$ cat src/rtl/table_wr_packer.sv
// Packs single table write requests into INPUT_RATE-wide bundles with idle/flush emission.
// Optional macro TABLE_WR_PACKER_MERGE_EN: merge duplicate indices in place instead of splitting bundles.
module table_wr_packer #(
  parameter int TABLE_SIZE    = 32,
  parameter int DATA_WIDTH    = 8,
  parameter int INPUT_RATE    = 2,
  parameter int FLUSH_TIMEOUT = 4,
  localparam int IW = $clog2(TABLE_SIZE),
  localparam int CW = $clog2(INPUT_RATE + 1)
) (
  input  logic                           clk,
  input  logic                           rst,
  input  logic                           in_valid,
  output logic                           in_ready,
  input  logic [IW-1:0]                  in_index,
  input  logic [DATA_WIDTH-1:0]          in_data,
  input  logic                           flush,
  output logic                           wr_en,
  output logic [INPUT_RATE*IW-1:0]       index_wr,
  output logic [INPUT_RATE*DATA_WIDTH-1:0] data_wr,
  output logic [CW-1:0]                  pending_cnt
);

  typedef logic [INPUT_RATE-1:0][IW-1:0]         idx_vec_t;
  typedef logic [INPUT_RATE-1:0][DATA_WIDTH-1:0] dat_vec_t;

  idx_vec_t lane_idx, w_idx, nxt_idx, pad_idx, wr_idx_q;
  dat_vec_t lane_dat, w_dat, nxt_dat, pad_dat, wr_dat_q;
  logic [CW-1:0]         cnt, w_n, nxt_cnt;
  logic [7:0]            timer, nxt_timer;
  logic [INPUT_RATE-1:0] hit;
  logic                  acc, any_hit, emit;

  assign in_ready    = ~rst;
  assign acc         = in_valid & in_ready;
  assign pending_cnt = cnt;
  assign index_wr    = wr_idx_q;
  assign data_wr     = wr_dat_q;

  always_comb begin
    hit = '0;
    for (int j = 0; j < INPUT_RATE; j++)
      hit[j] = (j < int'(cnt)) && (lane_idx[j] == in_index);
  end
  assign any_hit = |hit;

  // w_* is the bundle as it stands after this cycle's accept; it is what gets emitted.
  always_comb begin
    w_idx     = lane_idx;
    w_dat     = lane_dat;
    w_n       = cnt;
    nxt_idx   = lane_idx;
    nxt_dat   = lane_dat;
    nxt_cnt   = cnt;
    nxt_timer = timer;
    emit      = 1'b0;
    if (acc) begin
      nxt_timer = '0;
      if (!any_hit) begin
        for (int j = 0; j < INPUT_RATE; j++)
          if (j == int'(cnt)) begin
            w_idx[j] = in_index;
            w_dat[j] = in_data;
          end
        w_n = cnt + CW'(1);
      end
`ifdef TABLE_WR_PACKER_MERGE_EN
      else begin
        for (int j = 0; j < INPUT_RATE; j++)
          if (hit[j]) w_dat[j] = in_data;
      end
      emit    = (w_n == CW'(INPUT_RATE)) || flush;
      nxt_idx = w_idx;
      nxt_dat = w_dat;
      nxt_cnt = emit ? '0 : w_n;
`else
      // A duplicate closes the held bundle; the new request starts the next one.
      emit = any_hit || (w_n == CW'(INPUT_RATE)) || flush;
      if (any_hit) begin
        nxt_idx[0] = in_index;
        nxt_dat[0] = in_data;
        nxt_cnt    = CW'(1);
      end else begin
        nxt_idx = w_idx;
        nxt_dat = w_dat;
        nxt_cnt = emit ? '0 : w_n;
      end
`endif
    end else if (cnt != '0) begin
      if (flush || ((timer + 8'd1) >= 8'(FLUSH_TIMEOUT))) begin
        emit      = 1'b1;
        nxt_cnt   = '0;
        nxt_timer = '0;
      end else begin
        nxt_timer = timer + 8'd1;
      end
    end
  end

  // Unused lanes repeat lane 0 so a partial bundle rewrites the same entry.
  always_comb begin
    for (int j = 0; j < INPUT_RATE; j++) begin
      pad_idx[j] = (j < int'(w_n)) ? w_idx[j] : w_idx[0];
      pad_dat[j] = (j < int'(w_n)) ? w_dat[j] : w_dat[0];
    end
  end

  always_ff @(posedge clk) begin
    if (rst) begin
      lane_idx <= '0;
      lane_dat <= '0;
      cnt      <= '0;
      timer    <= '0;
      wr_en    <= 1'b0;
      wr_idx_q <= '0;
      wr_dat_q <= '0;
    end else begin
      lane_idx <= nxt_idx;
      lane_dat <= nxt_dat;
      cnt      <= nxt_cnt;
      timer    <= nxt_timer;
      wr_en    <= emit;
      if (emit) begin
        wr_idx_q <= pad_idx;
        wr_dat_q <= pad_dat;
      end
    end
  end

endmodule

$ cat config.mk
export PLATFORM = sky130hd
export DESIGN_NAME = table_wr_packer
export DESIGN_NICKNAME = d
export VERILOG_FILES = /design/src/rtl/table_wr_packer.sv
export SDC_FILE = /design/constraint.sdc
export NUM_CORES = 1
export LEC_CHECK = 0
export CORE_ASPECT_RATIO = 0.9
export CORE_MARGIN = 2
export CORE_UTILIZATION = 55
export DETAILED_ROUTE_END_ITERATION = 12
export MAX_ROUTING_LAYER = met4
export PLACE_DENSITY = 0.79
export SKIP_LAST_GASP = 1
export SYNTH_ARGS = -nofsm -noshare
export SYNTH_HDL_FRONTEND = slang
export SYNTH_SLANG_ARGS = --single-unit
$ cat constraint.sdc
create_clock -name clk -period 2.4 [get_ports clk]
set_input_delay 0.24 -clock clk [delete_from_list [all_inputs] [get_ports clk]]
set_output_delay 0.24 -clock clk [all_outputs]
set_load 0.005 [all_outputs]
; ---- Yosys cells after proc, flatten, opt, wreduce, memory -nomap -nowiden
; Index checks and enable logic that the tools add are counted.
[classes]
addsub = 2
bitwise = 3
muxes = 24
n_eq_ne = 4
n_reduce_logical = 13
order_cmp = 4
[ops]
columns = op, count
row1 = 8-bit two-way mux, 5
row2 = 16-bit two-way mux, 2
row3 = 10-bit two-way mux, 2
row4 = 5-bit two-way mux, 4
row5 = 2-bit two-way mux, 8
row6 = 5-bit equality test, 2
row7 = 8-bit by 1-bit adder with 8-bit output (second input constant), 1
row8 = 8-bit by 3-bit greater-or-equal comparator with 1-bit output (second input constant), 1
row9 = 1-bit by 2-bit less-than comparator with 1-bit output (first input constant), 3
row10 = 2-bit nonzero test, 3
row11 = 2-bit AND reduction, 2
row12 = 2-bit OR reduction, 2
row13 = 1-bit logical OR, 3
row14 = 1-bit two-way mux, 3
row15 = 2-bit by 1-bit adder with 2-bit output (second input constant), 1
row16 = 2-bit equality test (first input constant), 1
row17 = 2-bit equality test (second input constant), 1
row18 = 1-bit logical AND, 2
row19 = 2-bit logical NOT, 1
row20 = 1-bit inverter, 2
row21 = 1-bit bitwise AND, 1
[word_totals]
regBits = 63
inputBits = 17
out_inout_bits = 30

; ---- Logic depth before layout (Yosys ltp)
[logic_depth]
word_depth = 11
mapped_depth = 9
ltp_nobuf = 8

; ---- Worst setup path after synthesis
; No wires, ideal clock.
[synth_path]
kind = register to register
from = register cnt[1] (netlist: pending_cnt[1])
to = register wr_dat_q (netlist bit data_wr[12])
slack_ns = 0.163
required_ns = 2.278
stages_incl_launch_ff = 9
arrival_ns = 2.115
path_cell_list = dfxtp_1 inv_1 ha_1 nor4_2 nand3_2 and3_1 mux2_4 buf_6 o311a_1
[synth_between]
elab_chain_cells = 9
elab_cells_between_ends = 23
classes_between = 1 x add/sub / 3 x order compare / 2 x eq/ne / 10 x mux / 7 x reduce/logical
[synth_lines]
columns = item, line_no
row1 = from (decl), 29  ; logic [CW-1:0] cnt, w_n, nxt_cnt;
row2 = from (signal assigned), 120  ; cnt <= nxt_cnt;
row3 = "parallel branches: the longest is 9 deep, another holds 1-bit by 2-bit less-than comparator with 1-bit output", n/a
row4 = to (signal assigned), 125  ; wr_dat_q <= pad_dat;
row5 = to (decl), 28  ; dat_vec_t lane_dat, w_dat, nxt_dat, pad_dat, wr_dat_q;
; Parallel ways; which one is timed is not known. The select of a mux whose other input is x is not followed.
; A chain may end at the register's enable or synchronous reset.

; ---- Worst setup path after layout
[layout_path]
from = register timer[7]
to = register wr_dat_q (netlist bit data_wr[12])
[layout_between]
elab_chain_cells = 6
[layout_lines]
columns = item, line_no
row1 = from (decl), 30  ; logic [7:0] timer, nxt_timer;
row2 = from (signal assigned), 121  ; timer <= nxt_timer;
row3 = 8-bit by 1-bit adder with 8-bit output, 90  ; if (flush || ((timer + 8'd1) >= 8'(FLUSH_TIMEOUT))) begin
row4 = 8-bit by 3-bit greater-or-equal comparator with 1-bit output, 90
row5 = 1-bit logical OR, 90
row6 = 1-bit two-way mux, 90
row7 = 1-bit two-way mux, 89  ; end else if (cnt != '0) begin
row8 = 1-bit two-way mux, 57  ; if (acc) begin
; Every way passes these cells.

==> run_results.csv <==
group,metric,value,unit
clocking,cts_root_buf,"clkbuf_8",
clocking,post_cts_buffers,0,
synth,synth_nets,408,
detailed_routing,ant_nets,0,
clocking,cts_buffers,9,
pwr,swShare,29.15,%
synth,async_reset_ff_share,0,%
timing,rsz0062_at_grt,"yes",
timing,finalSetupViolCount,0,
synth,postSynthCellCount,387,
critical_path,crit_required,2630,ps
layout,drive_above_1_share,16.00,%
place,finalWeightedCongestion,0.9699,
timing,fin_crit,2323,ps
detailed_routing,drt-initial-drc-count,263,
detailed_routing,first_pass_iters,6,
layout,final_cell_area,0.004223,mm^2
global_routing,antenna_found_initial,0,
layout,final_common_cell,"dfxtp_1",
clocking,clk_pin_slew_worst_paths,80,ps
detailed_routing,vias,3062,
layout,fill_cells,460,
timing,slew_headroom,70.02,%
critical_path,critPathMaxFanout,7,
synth,synth_area,0.003344,mm^2
pwr,vdd_drop_max,0.5580,mV
floorplan,rows,26,
floorplan,die_y,77.98,um
worst_hold_path,holdCritPathClass,"reg -> reg",
critical_path,crit_chain,"or4_1, o22a_1, nor3_4, nor2_1, o22ai_2, buf_4, nand2b_1, o311a_1",
clocking,cts_tree,"built",
critical_path,critPathLaunchType,"flop",
timing,maxSlewViolCount,0,
global_routing,grt_pass1_wl,14.47,mm
synth,synth_cell_types,48,
pwr,seq_power_share,45.5,%
synth,ys_seq_area_share,37.71,%
floorplan,die-width,86.20,um
place,io_buffer_count,46,
critical_path,slowest_stage,"or4_1",
global_routing,grt_pass1_vias,2986,
clocking,cts.path.max_buffers,2,
layout,layout_common_cells,"dfxtp_1 (63), nand2_1 (55), clkdlybuf4s50_1 (46)",
timing,hold_violations,0,
critical_path,crit_buf_inv,1,
detailed_routing,wirelength,8.904,mm
detailed_routing,wl_per_cell,17.12,um
synth,syn_area_per_cell,8.642,um^2
detailed_routing,drc,0,
pwr,clkPwrFrac,35.2,%
place,postPlaceCellArea,0.004011,mm^2
synth,synth_top_area_share,37.71,%
detailed_routing,viasPerCell,5.888,
floorplan,initial_core_util,57.76,%
pwr,leakagePower,0.001850,uW
synth,synthTopCellsByArea,"dfxtp_1 (38%), mux2i_1 (11%), nand2_1 (6.2%)",
clocking,cts_sinks,63,
global_routing,globalRouteOverflowTotal,0,
clocking,clkLatencyLatePin,350,ps
synth,yosys.area.top_type,"dfxtp_1",
layout,syn_to_final_growth,26.26,%
timing,timing.fmax,0.4305,GHz
pwr,p_int,1765,uW
floorplan,dieArea,0.006721,mm^2
global_routing,grt_util_all_layers,28.09,%
pwr,p_comb_share,19.3,%
synth,yosysWarnings,0,
pwr,power_density,589.9,mW/mm^2
clocking,htree_levels,3,
critical_path,crit_family,"simple AND/OR/NAND/NOR gates",
timing,setup_tns,0,ps
synth,synth_edf_count,0,
critical_path,max_stage_delay,530,ps
floorplan,core,0.005791,mm^2
place,hpwlAfterDp,6.139,mm
synth,synth.ff_latch_count,63,
global_routing,grt_start_max_net_pins,36,
pwr,power_switching,726.2,uW
timing,finalClockSkew,10.05,ps
timing,fin_hold_ws,462.5,ps
critical_path,critPathCaptureType,"flop",
critical_path,cp.arrival,2550,ps
outcome,status,"finished, final reports clean",
layout,nNetsFinal,466,
floorplan,num_io_pins,47,
layout,n_antenna_cell,0,
synth,synthFlopType,"dfxtp_1",
timing,min_period_over_period,96.80,%
critical_path,worstSetupPathType,"reg -> reg",
job,maxCapViolCount,0,
timing,tightest_slew,447.7,ps
state kept, by name (all words and copies together), names as in the netlist:
register and count:
index_wr 10, timer 8, lane_idx 10, data_wr 16, wr_en 1, pending_cnt 2, lane_dat 16
layout make-up:
class / count / area (um^2) / share of cell area (%)
clock buffers: 10 / 137.6 / 3.259
clock inverters: 6 / 51.30 / 1.215
inverters: 5 / 18.77 / 0.4444
multi-input cells: 288 / 1916 / 45.36
flip-flops and latches: 63 / 1261 / 29.87
well taps: 70 / 87.58 / 2.074
repair buffers: 78 / 750.7 / 17.78
cells by family (layout without fill, tap and decap cells):
group,Yosys count,in the layout,share of synthesized area (%)
XOR/XNOR,10,10,2.619
AND/OR/NAND/NOR,142,142,20.20
adder cells (fa/ha/maj),4,4,1.497
flip-flops,63,63,37.71
buffers and inverters,37,99,5.761
multiplexers,53,54,16.57
AO/OA/AOI/OAI,78,78,15.64
routing by layer:
metal	track usage, %	share of wire, %	up-vias
met1	37.04	44	1425
met3	6.277	7.6	14
met5	-	0	-
li1	-	-	1475
met4	8.594	1.3	0
met2	43.18	47	148
repair_timing:
item,4_1_cts,5_1_grt
setup endpoints to repair,0,5
hold buffers,0,0
gates resized for setup,0,2
synth_stat cells, types with 4 or more instances:
cell	number
nor2_1	36
ha_1	4
nand2b_1	11
clkbuf_1	18
nor2b_1	11
and3_1	6
nand3_1	6
a22oi_1	12
mux2_2	15
xnor2_1	4
nand2_1	55
a21oi_1	14
mux2i_1	37
o21ai_0	27
dfxtp_1	63
o311a_1	10
inv_1	4
xor2_1	6
buf_2	6
tightest hold or removal path: stages (launching register included):
cell and delay (ps):
dfxtp_1 330, nand2_1 60, a21oi_1 30
power groups by stage:
stage / clock, uW / combinational [uW] / sequential [uW]
final: 877 / 481 / 1130
after detailed placement: 0 / 466 / 1160
after global placement: 0 / 455 / 1150
after floorplan: 0 / 271 / 1150
after CTS: 888 / 470 / 1130
after global routing: 931 / 518 / 1140
through the flow:
| stage | power [uW] | worst slack, ps | instances | utilization, % |
|---|---|---|---|---|
| 2_1_floorplan | 1424 | 163.3 | 387 | - |
| 3_3_place_gp | 1609 | -61.01 | 503 | 69.27 |
| 3_5_place_dp | 1622 | -172.6 | 503 | 69.27 |
| 4_1_cts | 2490 | 96.73 | 519 | 72.54 |
| 5_1_grt | 2588 | -17.82 | 520 | 72.93 |
| 6_report | 2491 | 76.92 | 520 | 72.93 |
final timing paths:
path,startpoint,end,slack [ps],cells after the start
hold reg to reg,timer[6]$_SDFFE_PP0P_,timer[6]$_SDFFE_PP0P_,460,2
hold / removal,timer[6]$_SDFFE_PP0P_,timer[6]$_SDFFE_PP0P_,460,2
setup / recovery,timer[7]$_SDFFE_PP0P_,data_wr[12]$_SDFFE_PP0P_,80,8
setup reg to reg,timer[7]$_SDFFE_PP0P_,data_wr[12]$_SDFFE_PP0P_,80,8
(Power assumes the default switching activity.)
